**config.mk**
```make
export PLATFORM = sky130hd
export DESIGN_NAME = ysyx_22050598_ifu_fbuf_flat
export DESIGN_NICKNAME = d
export VERILOG_FILES = /design/src/rtl/ysyx_22050598_ifu_fbuf_pkg.sv /design/src/rtl/ysyx_22050598_ifu_fbuf_if.sv /design/src/rtl/ysyx_22050598_gnrl_dffr.sv /design/src/rtl/ysyx_22050598_gnrl_fifo.sv /design/src/rtl/ysyx_22050598_ifu_fbuf.sv /design/src/flat_wrapper.sv
export SDC_FILE = /design/constraint.sdc
export NUM_CORES = 1
export LEC_CHECK = 0
export ABC_AREA = 1
export BUFFER_PORTS_ARGS = -buffer_cell sky130_fd_sc_hd__clkbuf_2
export CAP_MARGIN = 20
export CELL_PAD_IN_SITES_DETAIL_PLACEMENT = 1
export CELL_PAD_IN_SITES_GLOBAL_PLACEMENT = 2
export CORE_UTILIZATION = 36
export DETAILED_ROUTE_END_ITERATION = 7
export PLACE_DENSITY_LB_ADDON = 0.1
export REMOVE_ABC_BUFFERS = 1
export SLEW_MARGIN = 15
export SYNTH_ARGS = -nofsm -noshare
export SYNTH_HDL_FRONTEND = slang
export SYNTH_SLANG_ARGS = --single-unit
```
**constraint.sdc**
```tcl
create_clock -name clk -period 6.8 [get_ports clk]
set_input_delay 0.68 -clock clk [delete_from_list [all_inputs] [get_ports clk]]
set_output_delay 0.68 -clock clk [all_outputs]
set_load 0.05 [all_outputs]
```
**src/rtl/ysyx_22050598_ifu_fbuf_pkg.sv**
```systemverilog
`default_nettype none
// +----------------------------------------------------------------------+
// | ysyx_22050598_ifu_fbuf_pkg                                            |
// | Shared types and defaults for the buffered instruction fetch unit.    |
// | Revision: 1.0                                                         |
// +----------------------------------------------------------------------+
package ysyx_22050598_ifu_fbuf_pkg;

    localparam int          PC_W         = 64;
    localparam int          INST_W       = 32;
    localparam logic [63:0] RESET_PC_DEF = 64'h0000_0000_8000_0000;

    typedef struct packed {
        logic [PC_W-1:0]   pc;
        logic [INST_W-1:0] inst;
    } fetch_entry_t;

    typedef struct packed {
        logic [PC_W-1:0] pc;
        logic [1:0]      epoch;
    } fetch_tag_t;

    // The 64-bit read covers two instructions; pc[2] picks the word.
    function automatic logic [INST_W-1:0] inst_sel(input logic [63:0] data, input logic hi);
        return hi ? data[63:32] : data[31:0];
    endfunction

endpackage
`default_nettype wire

```
**src/rtl/ysyx_22050598_ifu_fbuf_if.sv**
```systemverilog
`default_nettype none
// +----------------------------------------------------------------------+
// | ysyx_22050598_ifu_fbuf_if                                             |
// | Memory request/response channel and IDU instruction channel.          |
// | Revision: 1.0                                                         |
// +----------------------------------------------------------------------+
interface ysyx_22050598_ifu_fbuf_if #(
    parameter int XLEN = 64
);
    logic            req_valid;
    logic            req_ready;
    logic [XLEN-1:0] req_addr;
    logic            rsp_valid;
    logic [63:0]     rsp_data;
    logic            inst_valid;
    logic            inst_ready;
    logic [XLEN-1:0] inst_pc;
    logic [31:0]     inst;

    modport master (
        output req_valid, req_addr, inst_valid, inst_pc, inst,
        input  req_ready, rsp_valid, rsp_data, inst_ready
    );

    modport slave (
        input  req_valid, req_addr, inst_valid, inst_pc, inst,
        output req_ready, rsp_valid, rsp_data, inst_ready
    );
endinterface
`default_nettype wire

```
**src/rtl/ysyx_22050598_gnrl_dffr.sv**
```systemverilog
`default_nettype none
// +----------------------------------------------------------------------+
// | ysyx_22050598_gnrl_dffr                                               |
// | Enabled flop with a parameterised asynchronous reset value.           |
// | Revision: 1.0                                                         |
// +----------------------------------------------------------------------+
module ysyx_22050598_gnrl_dffr #(
    parameter int            DW      = 32,
    parameter logic [DW-1:0] RST_VAL = '0
)(
    input  wire logic          clk,
    input  wire logic          rst,
    input  wire logic          en,
    input  wire logic [DW-1:0] d,
    output logic      [DW-1:0] q
);
    logic [DW-1:0] r_q;

    always_ff @(posedge clk or negedge rst) begin
        if (!rst) begin
            r_q <= RST_VAL;
        end else if (en) begin
            r_q <= d;
        end
    end

    assign q = r_q;
endmodule
`default_nettype wire

```
**src/rtl/ysyx_22050598_gnrl_fifo.sv**
```systemverilog
`default_nettype none
// +----------------------------------------------------------------------+
// | ysyx_22050598_gnrl_fifo                                               |
// | Generic FIFO with synchronous clear, occupancy count, zero when empty.|
// | Revision: 1.0                                                         |
// +----------------------------------------------------------------------+
module ysyx_22050598_gnrl_fifo #(
    parameter int WIDTH = 8,
    parameter int DEPTH = 4
)(
    input  wire logic                       clk,
    input  wire logic                       rst,
    input  wire logic                       clr,
    input  wire logic                       wr_en,
    input  wire logic [WIDTH-1:0]           wr_data,
    input  wire logic                       rd_en,
    output logic      [WIDTH-1:0]           rd_data,
    output logic      [$clog2(DEPTH+1)-1:0] count,
    output logic                            empty
);
    localparam int                PTR_W   = (DEPTH > 1) ? $clog2(DEPTH) : 1;
    localparam int                CNT_W   = $clog2(DEPTH + 1);
    localparam logic [PTR_W-1:0]  c_last  = PTR_W'(DEPTH - 1);
    localparam logic [CNT_W-1:0]  c_depth = CNT_W'(DEPTH);

    logic [WIDTH-1:0] r_mem [DEPTH];
    logic [PTR_W-1:0] r_wptr;
    logic [PTR_W-1:0] r_rptr;
    logic [CNT_W-1:0] r_count;
    logic             w_full;
    logic             w_push;
    logic             w_pop;

    function automatic logic [PTR_W-1:0] ptr_inc(input logic [PTR_W-1:0] p);
        return (p == c_last) ? '0 : p + PTR_W'(1);
    endfunction

    assign w_full  = (r_count == c_depth);
    assign empty   = (r_count == '0);
    assign count   = r_count;
    assign w_pop   = rd_en && !empty;
    // A write at full is legal only when the head leaves in the same cycle.
    assign w_push  = wr_en && (!w_full || w_pop);
    assign rd_data = empty ? '0 : r_mem[r_rptr];

    always_ff @(posedge clk) begin
        if (w_push && !clr) begin
            r_mem[r_wptr] <= wr_data;
        end
    end

    always_ff @(posedge clk or negedge rst) begin
        if (!rst) begin
            r_wptr  <= '0;
            r_rptr  <= '0;
            r_count <= '0;
        end else if (clr) begin
            r_wptr  <= '0;
            r_rptr  <= '0;
            r_count <= '0;
        end else begin
            if (w_push) r_wptr <= ptr_inc(r_wptr);
            if (w_pop)  r_rptr <= ptr_inc(r_rptr);
            if (w_push && !w_pop) begin
                r_count <= r_count + CNT_W'(1);
            end else if (w_pop && !w_push) begin
                r_count <= r_count - CNT_W'(1);
            end
        end
    end

    a_no_overflow: assert property (@(posedge clk) disable iff (!rst)
        !(wr_en && w_full && !rd_en && !clr));
endmodule
`default_nettype wire

```
**src/rtl/ysyx_22050598_ifu_fbuf.sv**
```systemverilog
`default_nettype none
// +----------------------------------------------------------------------+
// | ysyx_22050598_ifu_fbuf                                                |
// | Fetch unit: PC generation, pipelined aligned reads, fetch buffer.     |
// | Revision: 1.0                                                         |
// +----------------------------------------------------------------------+
module ysyx_22050598_ifu_fbuf
    import ysyx_22050598_ifu_fbuf_pkg::*;
#(
    parameter int              XLEN      = 64,
    parameter logic [XLEN-1:0] RESET_PC  = XLEN'(RESET_PC_DEF),
    parameter int              FB_DEPTH  = 4,
    parameter int              MAX_OUTST = 2
)(
    input  wire logic             clk,
    input  wire logic             rst,
    input  wire logic             flush_pc_en,
    input  wire logic [XLEN-1:0]  flush_pc,
    input  wire logic             prdt_pc_en,
    input  wire logic [XLEN-1:0]  prdt_pc_add_op,
    ysyx_22050598_ifu_fbuf_if.master bus
);
    localparam int                FB_CW       = $clog2(FB_DEPTH + 1);
    localparam int                OS_CW       = $clog2(MAX_OUTST + 1);
    localparam int                SUM_W       = FB_CW + 1;
    localparam logic [SUM_W-1:0]  c_fb_depth  = SUM_W'(FB_DEPTH);
    localparam logic [OS_CW-1:0]  c_max_outst = OS_CW'(MAX_OUTST);
    localparam logic [XLEN-1:0]   c_pc_step   = XLEN'(4);

    logic [XLEN-1:0]  r_pc;
    logic [XLEN-1:0]  w_pc_nxt;
    logic             w_pc_en;
    logic [1:0]       r_epoch;
    logic [FB_CW-1:0] w_fb_cnt;
    logic [OS_CW-1:0] w_outst_cnt;
    logic             w_fb_empty;
    logic             w_tag_empty;
    logic             w_req_valid;
    logic             w_req_fire;
    logic             w_rsp_take;
    logic             w_fb_push;
    logic             w_fb_pop;
    fetch_tag_t       w_tag_in;
    fetch_tag_t       w_tag_head;
    fetch_entry_t     w_ent_in;
    fetch_entry_t     w_ent_head;

    // Buffer space is reserved at issue, so in-flight reads count against it.
    assign w_req_valid = rst && !flush_pc_en
                      && ((SUM_W'(w_fb_cnt) + SUM_W'(w_outst_cnt)) < c_fb_depth)
                      && (w_outst_cnt < c_max_outst);
    assign w_req_fire  = w_req_valid && bus.req_ready;

    assign w_pc_en  = flush_pc_en || w_req_fire;
    assign w_pc_nxt = flush_pc_en ? flush_pc
                                  : r_pc + (prdt_pc_en ? prdt_pc_add_op : c_pc_step);

    ysyx_22050598_gnrl_dffr #(
        .DW      (XLEN),
        .RST_VAL (RESET_PC)
    ) u_pc_dff (
        .clk (clk),
        .rst (rst),
        .en  (w_pc_en),
        .d   (w_pc_nxt),
        .q   (r_pc)
    );

    // Two epoch bits let stale reads survive back-to-back redirects.
    always_ff @(posedge clk or negedge rst) begin
        if (!rst) begin
            r_epoch <= '0;
        end else if (flush_pc_en) begin
            r_epoch <= (MAX_OUTST > 1) ? r_epoch + 2'd1 : {1'b0, ~r_epoch[0]};
        end
    end

    assign w_tag_in = '{pc: PC_W'(r_pc), epoch: r_epoch};

    ysyx_22050598_gnrl_fifo #(
        .WIDTH ($bits(fetch_tag_t)),
        .DEPTH (MAX_OUTST)
    ) u_tag_fifo (
        .clk     (clk),
        .rst     (rst),
        .clr     (1'b0),
        .wr_en   (w_req_fire),
        .wr_data (w_tag_in),
        .rd_en   (w_rsp_take),
        .rd_data (w_tag_head),
        .count   (w_outst_cnt),
        .empty   (w_tag_empty)
    );

    // Responses with nothing in flight (e.g. after a reset) are dropped.
    assign w_rsp_take = bus.rsp_valid && !w_tag_empty;
    assign w_fb_push  = w_rsp_take && (w_tag_head.epoch == r_epoch);
    assign w_ent_in   = '{pc:   w_tag_head.pc,
                          inst: inst_sel(bus.rsp_data, w_tag_head.pc[2])};
    assign w_fb_pop   = !w_fb_empty && bus.inst_ready;

    ysyx_22050598_gnrl_fifo #(
        .WIDTH ($bits(fetch_entry_t)),
        .DEPTH (FB_DEPTH)
    ) u_fb_fifo (
        .clk     (clk),
        .rst     (rst),
        .clr     (flush_pc_en),
        .wr_en   (w_fb_push),
        .wr_data (w_ent_in),
        .rd_en   (w_fb_pop),
        .rd_data (w_ent_head),
        .count   (w_fb_cnt),
        .empty   (w_fb_empty)
    );

    assign bus.req_valid  = w_req_valid;
    assign bus.req_addr   = {r_pc[XLEN-1:3], 3'b000};
    assign bus.inst_valid = !w_fb_empty;
    assign bus.inst_pc    = XLEN'(w_ent_head.pc);
    assign bus.inst       = w_ent_head.inst;
endmodule
`default_nettype wire

```
**src/flat_wrapper.sv**
```systemverilog
// flat-port wrapper written by rule: the top's interface ports become plain ports
module ysyx_22050598_ifu_fbuf_flat import ysyx_22050598_ifu_fbuf_pkg::*;
#(
    parameter int              XLEN      = 64,
    parameter logic [XLEN-1:0] RESET_PC  = XLEN'(RESET_PC_DEF),
    parameter int              FB_DEPTH  = 4,
    parameter int              MAX_OUTST = 2
)
  (clk, rst, flush_pc_en, flush_pc, prdt_pc_en, prdt_pc_add_op, bus_req_valid, bus_req_addr, bus_inst_valid, bus_inst_pc, bus_inst, bus_req_ready, bus_rsp_valid, bus_rsp_data, bus_inst_ready);
  ysyx_22050598_ifu_fbuf_if #(.XLEN(XLEN)) bus_i ();
  input  wire logic clk;
  input  wire logic rst;
  input  wire logic flush_pc_en;
  input  wire logic [XLEN-1:0] flush_pc;
  input  wire logic prdt_pc_en;
  input  wire logic [XLEN-1:0] prdt_pc_add_op;
  output wire logic [$bits(bus_i.req_valid)-1:0] bus_req_valid;
  output wire logic [$bits(bus_i.req_addr)-1:0] bus_req_addr;
  output wire logic [$bits(bus_i.inst_valid)-1:0] bus_inst_valid;
  output wire logic [$bits(bus_i.inst_pc)-1:0] bus_inst_pc;
  output wire logic [$bits(bus_i.inst)-1:0] bus_inst;
  input wire logic [$bits(bus_i.req_ready)-1:0] bus_req_ready;
  input wire logic [$bits(bus_i.rsp_valid)-1:0] bus_rsp_valid;
  input wire logic [$bits(bus_i.rsp_data)-1:0] bus_rsp_data;
  input wire logic [$bits(bus_i.inst_ready)-1:0] bus_inst_ready;
  assign bus_req_valid = bus_i.req_valid;
  assign bus_req_addr = bus_i.req_addr;
  assign bus_inst_valid = bus_i.inst_valid;
  assign bus_inst_pc = bus_i.inst_pc;
  assign bus_inst = bus_i.inst;
  assign bus_i.req_ready = bus_req_ready;
  assign bus_i.rsp_valid = bus_rsp_valid;
  assign bus_i.rsp_data = bus_rsp_data;
  assign bus_i.inst_ready = bus_inst_ready;
  ysyx_22050598_ifu_fbuf #(.XLEN(XLEN), .RESET_PC(RESET_PC), .FB_DEPTH(FB_DEPTH), .MAX_OUTST(MAX_OUTST)) u_core (.clk(clk), .rst(rst), .flush_pc_en(flush_pc_en), .flush_pc(flush_pc), .prdt_pc_en(prdt_pc_en), .prdt_pc_add_op(prdt_pc_add_op), .bus(bus_i));
endmodule
```
==> results.yml <==
floorplanning:
  rows: 106
  initial_utilization_pct: 36.5
  die_area_um2: 86100
  fp.dieW_um: 293
  die_y_um: 293
  io_pins: 361
  core_area_um2: 83800
final_layout:
  fin_nets: 4100
  synthToLayoutAreaGrowth_pct: 15.2
  register_area_um2: 17400
  stdcell_count: 5019
  finalCoreUtilization_pct: 42.0
  layout-drive-gt1-share_pct: 13.5
  n_fill_cell: 10043
  multiInputGateArea_um2: 10400
power_and_ir_drop:
  sw_frac_of_total_pct: 44.5
  switchingPower_w: 0.00637
  power_w: 0.0143
  pwr-share-comb_pct: 40.0
  p_per_area_nw_per_um2: 406
  p_seq_share_pct: 35.0
  internal_power_w: 0.00793
  clkPwrFrac_pct: 24.9
  p_leak_nw: 15.9
  peakVddDrop_mv: 0.202
yosys:
  synth-simple-area-share_pct: 22.4
  ys_warn_count: 0
  synth-seq-cells: 593
  synth_mux_area_share_pct: 0
  syn_area_um2: 30600
  synth_compound_area_share_pct: 8.06
  syn_area_per_cell_um2: 8.57
  ys_seq_area_share_pct: 57.0
  synth_cell_types: 43
  synth_top_family_by_area: "simple AND/OR/NAND/NOR gates"
  synth_adder_area_share_pct: 2.95
  synth-xor-area-share_pct: 0.458
  syn_inst: 3567
grt:
  grt_overflow: 0
  grt_pass1_vias: 25765
  antenna_found_initial: 4
  grt_start_max_net_pins: 80
  grt.total_usage_pct: 23.4
  grt_pass1_wl_mm: 153
critical_path:
  critical_path_buf_inv_count: 3
  worstSetupPathType: "reg -> out"
  cp.arrival_ns: 3.74
  critPathMaxFanout: 76
  r2r_cells: 9
  crit_slowest_cell: "buf_4"
  critPathRequiredTime_ns: 6.12
  crit_chain: "inv_4 > buf_4 > o21ai_0 > a21oi_1 > clkbuf_2"
  cp-end-kind: "output pin"
  crit_path_start_kind: "flip-flop"
  critPathTopFamily: "buffers and inverters"
  slowest_delay_ns: 0.71
  crit_cells: 5
clocking:
  holdBufCountCts: 0
  htree_levels: 3
  clk_path_buf_depth: 3
  cts_num_sinks: 593
  numCtsBuffers: 69
  cts_setup_buffers: 0
  clk_latency_ns: 0.61
  cts_tree: "yes"
  cts_resized: 0
  clk_pin_slew_ns: 0.06
  root_buffer: "clkbuf_16"
sta:
  fmax_mhz: 226
  finalCriticalPeriod_ns: 4.42
  fin_skew_ns: 0.0292
  max_slew.worst_pin.slew_ns: 1.03
  rsz0062_at_grt: "no"
  hold_viol: 0
  holdWs_ns: 0.0704
  finalMaxSlewViolations: 0
  slew_headroom_pct: 31.1
  setup_viol: 0
  fin_crit_sh_pct: 64.9
detailed_routing:
  num_vias: 24304
  routedWlPerCell_um: 20.2
  routed_wl_mm: 101
  vias_per_cell: 4.84
  dr.pass1.iters: 7
  drtAntennaViolNets: 0
  drc: 0
  drt_iter0_markers: 1147
place:
  place_congestion: 0.884
  dp_hpwl_mm: 73.0
  io_buffers: 357
  place_inst: 4892
run:
  cap_violations: 0
min_path:
  hp-class: "in -> async"
run_status:
  status: "complete, no violations"
[power groups by stage]
stage	sequential, W	combinational, W	clock, W
2_1_floorplan	0.00527	0.00358	0
3_3_place_gp	0.00507	0.00565	0
3_5_place_dp	0.00509	0.00577	0
4_1_cts	0.00501	0.00580	0.00365
5_1_grt	0.00504	0.00625	0.00378
6_report	0.00501	0.00573	0.00357
[worst paths after layout]
| path | start | end | slack (ns) |
|---|---|---|---|
| max reg2reg | u_core.u_tag_fifo.r_rptr | u_core.u_fb_fifo.r_mem[2][44] | 2.76 |
| max in group asynchronous | rst | u_core.u_fb_fifo.r_rptr[1] | 5.52 |
| min reg2reg | u_core.u_pc_dff.q[15] | u_core.u_tag_fifo.r_mem[1][17] | 0.56 |
| min in group clk | flush_pc[1] | u_core.u_pc_dff.q[1] | 0.33 |
| min | rst | u_core.u_pc_dff.q[6] | 0.07 |
| max | u_core.u_fb_fifo.r_rptr[0] | bus_inst_pc[16] | 2.38 |
[worst register-to-register path, delay by kind of cell (launching register included)]
family | cells | cell delay [ns]
xor+xnor | 1 | 0.22
buf+inv | 3 | 1.41
flops | 1 | 0.40
simple gates | 5 | 1.58
[layout by cell type, fill, tap and decap left out, types with 4 or more instances in the layout]
master        n
nand2_1    1033
nor2_2        5
clkbuf_1     12
nor2_4        8
bufinv_16     4
xnor2_1       7
ha_1         69
dfrtp_1      73
o221ai_1     12
clkbuf_16    69
a31oi_1       6
clkinv_1     16
inv_1       450
o21bai_1      4
buf_4        26
nor3_1       12
o21ai_1      17
xor2_1        9
clkbuf_2    356
a21oi_1     217
edfxtp_1    516
inv_2         8
diode_2       5
nand3_1      84
nand4_1      16
clkinv_2      9
nor2_1      579
o21ai_0     195
or2_2         4
o22ai_1      18
[area by class of cell]
cell class	count	area share, %
sequential	593	49.5
multi-input combinational	2319	29.6
timing repair buffer	384	5.77
clock buffer	81	5.03
inverter	463	4.95
tap	1134	4.03
clock inverter	40	1.09
antenna	5	0.0355
[cell usage after synthesis, drive strengths merged]
master | n | area share (%)
nand2 | 1038 | 13
nor2 | 592 | 7.3
edfxtp | 516 | 51
inv | 461 | 5.7
a21oi | 217 | 3.6
o21ai | 212 | 3.5
buf | 108 | 2.3
clkbuf | 86 | 1.1
nand3 | 86 | 1.4
dfrtp | 76 | 6.2
ha | 69 | 2.8
o22ai | 18 | 0.37
nand4 | 17 | 0.37
nor3 | 13 | 0.23
o221ai | 12 | 0.34
or2 | 10 | 0.20
xor2 | 9 | 0.26
a31oi | 7 | 0.19
xnor2 | 7 | 0.20
o21bai | 4 | 0.098
clkinv | 2 | 0.029
fa | 2 | 0.13
nor4 | 2 | 0.041
a211oi | 1 | 0.041
conb | 1 | 0.012
dfstp | 1 | 0.086
[per-layer routing]
layer,share of wire (%),vias up,track usage [%]
li1,-,11935,-
met1,45,11797,30.5
met2,48,447,40.2
met3,3.5,125,2.93
met4,3.0,0,7.85
met5,0,-,0
[per-stage QoR]
stage / TNS (ns) / instance area [µm²] / setup WS (ns)
floorplan: -177.84 / 29500 / -0.463
global placement: 0 / 33000 / 2.70
detailed placement: 0 / 33000 / 2.67
CTS: 0 / 35200 / 2.31
global route: 0 / 35200 / 2.18
finish: 0 / 35200 / 2.38
[cells by family after synthesis]
group	Yosys count
flops	593
buf+inv	657
compound gates	471
simple gates	1758
fa+ha+maj	71
other cells	1
xor+xnor	16
[registers in the layout, summed over array words and instances, names as in the netlist]
signal and count:
u_core.u_tag_fifo.r_rptr 1, u_core.u_fb_fifo.r_mem 384, u_core.u_fb_fifo.r_rptr 2, u_core.r_epoch 2, u_core.u_fb_fifo.count 3, u_core.u_tag_fifo.r_wptr 1, u_core.u_fb_fifo.r_wptr 2, u_core.u_tag_fifo.count 2
u_core.u_tag_fifo.r_mem 132, u_core.u_pc_dff.q 64
Power figures use the tool's default switching activity.
